### src/rtl/fetch_unit_pkg.sv
// rtl/fetch_unit_pkg.sv - PC_OP codes, fetch FSM states and branch helper for the fetch stage
package fetch_unit_pkg;

   localparam logic [3:0] PC_OP_NEXT  = 4'd0;
   localparam logic [3:0] PC_OP_J     = 4'd1;
   localparam logic [3:0] PC_OP_JR    = 4'd2;
   localparam logic [3:0] PC_OP_COP0  = 4'd3;
   localparam logic [3:0] PC_OP_BZ    = 4'd4;
   localparam logic [3:0] PC_OP_BNZ   = 4'd5;
   localparam logic [3:0] PC_OP_BG    = 4'd6;
   localparam logic [3:0] PC_OP_BGZ   = 4'd7;
   localparam logic [3:0] PC_OP_BNG   = 4'd8;
   localparam logic [3:0] PC_OP_BNGNZ = 4'd9;

   typedef enum logic [1:0] {
      S_IDLE  = 2'd0,
      S_REQ   = 2'd1,
      S_VALID = 2'd2,
      S_ERR   = 2'd3
   } fetch_state_e;

   function automatic logic [31:0] branch_offset(input logic [15:0] imm);
      return {{14{imm[15]}}, imm, 2'b00};
   endfunction

endpackage

### src/rtl/fetch_unit_if.sv
// rtl/fetch_unit_if.sv - instruction memory req/ack bus between fetch stage and imem
interface fetch_unit_if;

   logic        req;
   logic [31:0] addr;
   logic        ack;
   logic [31:0] rdata;

   modport master (
      output req,
      output addr,
      input  ack,
      input  rdata
   );

   modport slave (
      input  req,
      input  addr,
      output ack,
      output rdata
   );

endinterface

### src/rtl/fetch_unit_npc_calc.sv
// rtl/fetch_unit_npc_calc.sv - combinational next-PC and branch-condition logic
// FETCH_DELAY_SLOT_EN adds redirect_o, flagging ops whose target is deferred past a delay slot.
module fetch_unit_npc_calc
   import fetch_unit_pkg::*;
(
   input  logic [31:0] pc_i,
   input  logic [25:0] ins_i,
   input  logic [3:0]  pc_op_i,
   input  logic        alu_zero_i,
   input  logic        alu_neg_i,
   input  logic [31:0] rs_val_i,
   input  logic [31:0] cop0_pc_i,
   output logic [31:0] pc4_o,
`ifdef FETCH_DELAY_SLOT_EN
   output logic        redirect_o,
`endif
   output logic [31:0] target_o
);

   logic        taken;
   logic [31:0] br_target;

   assign pc4_o     = pc_i + 32'd4;
   assign br_target = pc4_o + branch_offset(ins_i[15:0]);

   always_comb begin
      taken = 1'b0;
      case (pc_op_i)
         PC_OP_BZ:    taken = alu_zero_i;
         PC_OP_BNZ:   taken = !alu_zero_i;
         PC_OP_BG:    taken = !alu_zero_i && !alu_neg_i;
         PC_OP_BGZ:   taken = !alu_neg_i;
         PC_OP_BNG:   taken = alu_zero_i || alu_neg_i;
         PC_OP_BNGNZ: taken = alu_neg_i && !alu_zero_i;
         default:     taken = 1'b0;
      endcase
   end

   // Unknown codes and not-taken branches fall through to the sequential address.
   always_comb begin
      target_o = pc4_o;
      case (pc_op_i)
         PC_OP_J:    target_o = {pc4_o[31:28], ins_i, 2'b00};
         PC_OP_JR:   target_o = rs_val_i;
         PC_OP_COP0: target_o = cop0_pc_i;
         default:    if (taken) target_o = br_target;
      endcase
   end

`ifdef FETCH_DELAY_SLOT_EN
   assign redirect_o = (pc_op_i == PC_OP_J) || (pc_op_i == PC_OP_JR) || taken;
`endif

endmodule

### src/rtl/fetch_unit.sv
// rtl/fetch_unit.sv - instruction fetch stage: PC, imem req/ack FSM, instruction register
// FETCH_DELAY_SLOT_EN defers taken jump/branch targets by one (delay-slot) instruction.
module fetch_unit
   import fetch_unit_pkg::*;
#(
   parameter logic [31:0] RESET_PC = 32'h0000_3000
)
(
   input  logic                clk,
   input  logic                rst,
   fetch_unit_if.master        imem,
   output logic [31:0]         ins_o,
   output logic                ins_valid_o,
   output logic [31:0]         pc_o,
   output logic [31:0]         link_pc_o,
   input  logic                commit_i,
   input  logic [3:0]          pc_op_i,
   input  logic                alu_zero_i,
   input  logic                alu_neg_i,
   input  logic [31:0]         rs_val_i,
   input  logic [31:0]         cop0_pc_i,
   input  logic                cop0_redirect_i,
   output logic                fetch_adel_o
);

   fetch_state_e state_q, state_d;
   logic [31:0]  pc_q, pc_d;
   logic [31:0]  ins_q, ins_d;
   logic [31:0]  pc4;
   logic [31:0]  target;
   logic [31:0]  next_pc;

`ifdef FETCH_DELAY_SLOT_EN
   logic [31:0]  pend_pc_q, pend_pc_d;
   logic         pend_v_q, pend_v_d;
   logic         redirect;
`endif

   fetch_unit_npc_calc u_npc_calc (
      .pc_i       (pc_q),
      .ins_i      (ins_q[25:0]),
      .pc_op_i    (pc_op_i),
      .alu_zero_i (alu_zero_i),
      .alu_neg_i  (alu_neg_i),
      .rs_val_i   (rs_val_i),
      .cop0_pc_i  (cop0_pc_i),
      .pc4_o      (pc4),
`ifdef FETCH_DELAY_SLOT_EN
      .redirect_o (redirect),
`endif
      .target_o   (target)
   );

`ifdef FETCH_DELAY_SLOT_EN
   // A pending target owns the delay slot's commit, whatever that slot's own pc_op says.
   always_comb begin
      if (cop0_redirect_i) begin
         next_pc = cop0_pc_i;
      end else if (pend_v_q) begin
         next_pc = pend_pc_q;
      end else if (redirect) begin
         next_pc = pc4;
      end else begin
         next_pc = target;
      end
   end

   assign link_pc_o = pc_q + 32'd8;
`else
   assign next_pc   = cop0_redirect_i ? cop0_pc_i : target;
   assign link_pc_o = pc4;
`endif

   always_ff @(posedge clk or posedge rst) begin
      if (rst) begin
         state_q   <= S_IDLE;
         pc_q      <= RESET_PC;
         ins_q     <= '0;
`ifdef FETCH_DELAY_SLOT_EN
         pend_pc_q <= '0;
         pend_v_q  <= 1'b0;
`endif
      end else begin
         state_q   <= state_d;
         pc_q      <= pc_d;
         ins_q     <= ins_d;
`ifdef FETCH_DELAY_SLOT_EN
         pend_pc_q <= pend_pc_d;
         pend_v_q  <= pend_v_d;
`endif
      end
   end

   always_comb begin
      state_d   = state_q;
      pc_d      = pc_q;
      ins_d     = ins_q;
`ifdef FETCH_DELAY_SLOT_EN
      pend_pc_d = pend_pc_q;
      pend_v_d  = pend_v_q;
`endif
      case (state_q)
         S_IDLE: begin
            state_d = S_REQ;
         end
         S_REQ: begin
            if (imem.ack) begin
               ins_d   = imem.rdata;
               state_d = S_VALID;
            end
         end
         S_VALID, S_ERR: begin
            if (commit_i) begin
               pc_d = next_pc;
`ifdef FETCH_DELAY_SLOT_EN
               if (cop0_redirect_i || pend_v_q) begin
                  pend_v_d = 1'b0;
               end else if (redirect) begin
                  pend_v_d  = 1'b1;
                  pend_pc_d = target;
               end
`endif
               // Misaligned target: present a nop with the error flag instead of fetching.
               if (next_pc[1:0] != 2'b00) begin
                  ins_d   = '0;
                  state_d = S_ERR;
               end else begin
                  state_d = S_REQ;
               end
            end
         end
         default: begin
            state_d = S_IDLE;
         end
      endcase
   end

   assign imem.req     = (state_q == S_REQ);
   assign imem.addr    = pc_q;
   assign ins_o        = ins_q;
   assign pc_o         = pc_q;
   assign ins_valid_o  = (state_q == S_VALID) || (state_q == S_ERR);
   assign fetch_adel_o = (state_q == S_ERR);

endmodule

### src/flat_wrapper.sv
// flat-port wrapper written by rule: the top's interface ports become plain ports
module fetch_unit_flat import fetch_unit_pkg::*;
#(
   parameter logic [31:0] RESET_PC = 32'h0000_3000
)
  (clk, rst, ins_o, ins_valid_o, pc_o, link_pc_o, commit_i, pc_op_i, alu_zero_i, alu_neg_i, rs_val_i, cop0_pc_i, cop0_redirect_i, fetch_adel_o, imem_req, imem_addr, imem_ack, imem_rdata);
  fetch_unit_if imem_i ();
  input  logic clk;
  input  logic rst;
  output logic [31:0] ins_o;
  output logic ins_valid_o;
  output logic [31:0] pc_o;
  output logic [31:0] link_pc_o;
  input  logic commit_i;
  input  logic [3:0] pc_op_i;
  input  logic alu_zero_i;
  input  logic alu_neg_i;
  input  logic [31:0] rs_val_i;
  input  logic [31:0] cop0_pc_i;
  input  logic cop0_redirect_i;
  output logic fetch_adel_o;
  output wire logic [$bits(imem_i.req)-1:0] imem_req;
  output wire logic [$bits(imem_i.addr)-1:0] imem_addr;
  input wire logic [$bits(imem_i.ack)-1:0] imem_ack;
  input wire logic [$bits(imem_i.rdata)-1:0] imem_rdata;
  assign imem_req = imem_i.req;
  assign imem_addr = imem_i.addr;
  assign imem_i.ack = imem_ack;
  assign imem_i.rdata = imem_rdata;
  fetch_unit #(.RESET_PC(RESET_PC)) u_core (.clk(clk), .rst(rst), .imem(imem_i), .ins_o(ins_o), .ins_valid_o(ins_valid_o), .pc_o(pc_o), .link_pc_o(link_pc_o), .commit_i(commit_i), .pc_op_i(pc_op_i), .alu_zero_i(alu_zero_i), .alu_neg_i(alu_neg_i), .rs_val_i(rs_val_i), .cop0_pc_i(cop0_pc_i), .cop0_redirect_i(cop0_redirect_i), .fetch_adel_o(fetch_adel_o));
endmodule
### config.mk
export PLATFORM = sky130hd
export DESIGN_NAME = fetch_unit_flat
export DESIGN_NICKNAME = d
export VERILOG_FILES = /design/src/rtl/fetch_unit_pkg.sv /design/src/rtl/fetch_unit_if.sv /design/src/rtl/fetch_unit_npc_calc.sv /design/src/rtl/fetch_unit.sv /design/src/flat_wrapper.sv
export SDC_FILE = /design/constraint.sdc
export NUM_CORES = 1
export LEC_CHECK = 0
export CAP_MARGIN = 15
export CORE_AREA = 2 2 121 123
export CTS_CLUSTER_DIAMETER = 200
export DETAILED_ROUTE_END_ITERATION = 10
export DIE_AREA = 0 0 123 125
export PLACE_DENSITY = 0.82
export SLEW_MARGIN = 20
export SYNTH_ARGS = -nofsm -noshare
export SYNTH_HDL_FRONTEND = slang
export SYNTH_SLANG_ARGS = --single-unit
### constraint.sdc
create_clock -name clk -period 4.8 [get_ports clk]
set_input_delay 0.72 -clock clk [delete_from_list [all_inputs] [get_ports clk]]
set_output_delay 0.72 -clock clk [all_outputs]
set_load 0.05 [all_outputs]
==> impl_metrics.env, run 1 <==
export IMPL_grt_usage=0.3198
export IMPL_grt_ovfl_total=0
export IMPL_drt_wl_total_um=24450
export IMPL_avgRoutedWirePerCell_um=21.10
export IMPL_relSlewSlack=0.4283
export IMPL_synth_edf_count=0
export IMPL_dpl_hpwl_um=18070
export IMPL_cts_tree="done"
export IMPL_r2r_end="u_core.imem.addr[31]"
export IMPL_synthToLayoutAreaGrowth_pct=41.34
export IMPL_ys_types=71
export IMPL_place_inst=1143
export IMPL_drt_initial_drc_count=606
export IMPL_dr_pass1_iters=5
export IMPL_numCtsBuffers=9
export IMPL_avgViaCountPerCell=6.092
export IMPL_start_util=0.4481
export IMPL_synth_area_top_cells="dfrtp_1 25%, ha_1 7.1%, a21oi_1 5.7%, a22o_1 4.5%, xnor2_1 4.5%"
export IMPL_synth_largest_area_cell="dfrtp_1"
export IMPL_power_density_nw_per_um2=907.6
export IMPL_avgSynthCellArea_um2=8.181
export IMPL_ir_drop_mv=0.6962
export IMPL_root_buffer="clkbuf_16"
export IMPL_coreArea_um2=14200
export IMPL_rsz0062_at_grt="no"
export IMPL_dp_worst_setup_slack_ns=0.8358
export IMPL_clk_pin_slew_ns=0.06
export IMPL_grt_max_degree=47
export IMPL_cts_setup_buffers=0
export IMPL_num_rows=44
export IMPL_clock_sinks=66
export IMPL_die_w_um=123
export IMPL_numPortBuffers=237
export IMPL_grt_pass1_wl_um=37940
export IMPL_netlist_area_leader_share=0.2516
export IMPL_gp_congestion=0.9931
export IMPL_clk_insertion_delay_late_ns=0.35
export IMPL_cp_arrival_ns=4.39
export IMPL_finalCriticalPeriod_ns=4.179
export IMPL_hold_depth=1
export IMPL_ys_async_sr_fraction=1.000
export IMPL_ctsHoldBuffers=0
export IMPL_drive_gt1_frac=0.07282
export IMPL_num_fill_cells=1239
export IMPL_max_freq_mhz=239.3
export IMPL_ctsResizeCount=0
export IMPL_setup_viol=0
export IMPL_die_y_um=125
export IMPL_holdCritPathClass="flop to flop"
export IMPL_grt_pass1_vias=6886
export IMPL_ant_nets=0
export IMPL_cp_max_fo=10
export IMPL_diodes=0
export IMPL_endpoint_kind="flop"
export IMPL_nets=1114
export IMPL_multi_input_area_um2=4222
export IMPL_timing_setup_critical_path_class="flop to flop"
export IMPL_synth_seq_cells=66
export IMPL_period_share=0.8706
export IMPL_syn_nets=922
export IMPL_p_leak_nw=3.862
export IMPL_status="finished, final reports clean"
export IMPL_drv_slew=0
export IMPL_syn_inst=778
export IMPL_worst_r2r_setup_slack_ns=0.62
export IMPL_reg2regPathDepth=15
export IMPL_io_pins=238
export IMPL_reg2reg_from="u_core.imem.addr[2]"
export IMPL_power_mw=8.165
export IMPL_antenna_found_initial=0
export IMPL_worst_slew_pin_slew_ns=0.8566
export IMPL_required_ns=5.01
export IMPL_start_kind="flop"
export IMPL_layout_common_cells="236 x clkdlybuf4s50_1, 73 x a21oi_1, 72 x nand2_1"
export IMPL_synth_warnings=0
export IMPL_seqCellArea_um2=1654
export IMPL_synth_flop_cell="dfrtp_1"
export IMPL_htree_levels=3
export IMPL_route_detailed_drc=0
export IMPL_finalSetupTns_ns=0
export IMPL_netlist_area_um2=6365
export IMPL_hold_viol_final=0
export IMPL_drv_cap=0
export IMPL_dr_total_vias=7061
export IMPL_final_cells=1159
export IMPL_worstHoldEndpoint="u_core.ins_o[29]"
export IMPL_die_area_um2=15380
export IMPL_place_area_um2=8657
export IMPL_clock_skew_final_ns=0.008787
export IMPL_min_from="u_core.ins_o[29]"
export IMPL_final_area_um2=8996
export IMPL_setup_slack_ns=0.6212
export IMPL_seq_area_frac_synth=0.2599
export IMPL_mostFrequentLayoutCell="clkdlybuf4s50_1"
export IMPL_clock_path_buffers=2
-- through the flow --
step / hold WS (ns) / util
detailed placement: 0.4830 / 0.6095
CTS: 0.5060 / 0.6333
global route: 0.5209 / 0.6334
floorplan: 0.4748 / -
global placement: 0.4842 / 0.6095
finish: 0.4988 / 0.6334
-- worst max-delay path: stages (launching register included) --
cell      delay, ns
dfrtp_1        0.61
ha_1           0.43
nand3_4        0.18
nor3_4         0.34
nand3_1        0.14
xnor2_1        0.49
ha_1           0.41
a21o_1         0.18
a21o_1         0.20
a21oi_1        0.15
nor2_1         0.06
a21oi_1        0.17
nor2_1         0.08
a311oi_2       0.28
mux2i_1        0.21
o211ai_1       0.10
-- kinds of logic after synthesis --
group	share of synthesized area
AO/OA/AOI/OAI	0.2905
AND/OR/NAND/NOR	0.1795
buffers and inverters	0.07844
flip-flops	0.2599
XOR/XNOR	0.07156
adder cells (fa/ha/maj)	0.07391
multiplexers	0.04620
-- where the power goes --
group | internal (mW) | leakage (nW) | switching, mW
Sequential | 0.831 | 0.820 | 0.432
Combinational | 2.18 | 2.88 | 3.95
Clock | 0.486 | 0.162 | 0.287
-- synth_stat cells, drive strengths merged, types with 3 or more instances --
| library cell | number |
|---|---|
| a21oi | 73 |
| nand2 | 72 |
| nor2 | 70 |
| dfrtp | 64 |
| o21ai | 54 |
| buf | 52 |
| ha | 36 |
| a22o | 33 |
| xnor2 | 33 |
| nand3 | 26 |
| a21o | 24 |
| clkbuf | 22 |
| o22ai | 19 |
| xor2 | 19 |
| mux2i | 17 |
| and3 | 14 |
| mux2 | 11 |
| a22oi | 10 |
| inv | 10 |
| nand4 | 10 |
| a221oi | 9 |
| a31oi | 8 |
| nand2b | 8 |
| and4 | 7 |
| nor2b | 7 |
| nor3 | 6 |
| o221ai | 6 |
| a311oi | 5 |
| and2 | 5 |
| o21a | 5 |
| o21bai | 4 |
| a211oi | 3 |
| a21boi | 3 |
| a31o | 3 |
| nor3b | 3 |
| o211ai | 3 |
-- cell type report --
cell class | instances | area share
Clock inverter | 5 | 0.009458
Tap cell | 184 | 0.02559
Clock buffer | 11 | 0.02809
Timing Repair Buffer | 256 | 0.2790
Inverter | 11 | 0.004729
Sequential cell | 66 | 0.1839
Multi-Input combinational cell | 626 | 0.4693
-- how the worst max path moves through the flow --
stage	startpoint	endpoint	slack, ns
6_report	u_core.imem.addr[2]	u_core.imem.addr[31]	0.62
5_1_grt	u_core.imem.addr[4]	u_core.imem.addr[24]	0.29
4_1_cts	u_core.imem.addr[2]	link_pc_o[28]	0.72
3_5_place_dp	u_core.imem.addr[13]	u_core.imem.addr[28]	0.84
3_3_place_gp	u_core.imem.addr[13]	u_core.imem.addr[28]	0.83
2_1_floorplan	u_core.imem.addr[2]	u_core.imem.addr[31]	0.18
-- layer usage --
| layer | up-vias | part of all wire | track usage |
|---|---|---|---|
| met5 | - | 0 | 0 |
| met4 | 0 | 0.028 | 0.1176 |
| met3 | 48 | 0.10 | 0.06752 |
| met2 | 420 | 0.46 | 0.5008 |
| met1 | 3354 | 0.41 | 0.4334 |
| li1 | 3239 | - | - |
-- registers in the layout, summed over array words and instances, names as in the netlist --
register	cells
u_core.state_q	2
u_core.imem.addr	32
u_core.ins_o	32
No activity file was read; power rests on OpenSTA's default activity.
==> run 2, diff against run 1 <==
--- a/config.mk
+++ b/config.mk
@@ -5,6 +5,7 @@
 export SDC_FILE = /design/constraint.sdc
 export NUM_CORES = 1
 export LEC_CHECK = 0
+export ABC_CLOCK_PERIOD_IN_PS = 4800
 export CAP_MARGIN = 15
 export CORE_AREA = 2 2 121 123
 export CTS_CLUSTER_DIAMETER = 200
==> results of run 2 <==
No change in the layout: final DEF, timing and power equal those of run 1.
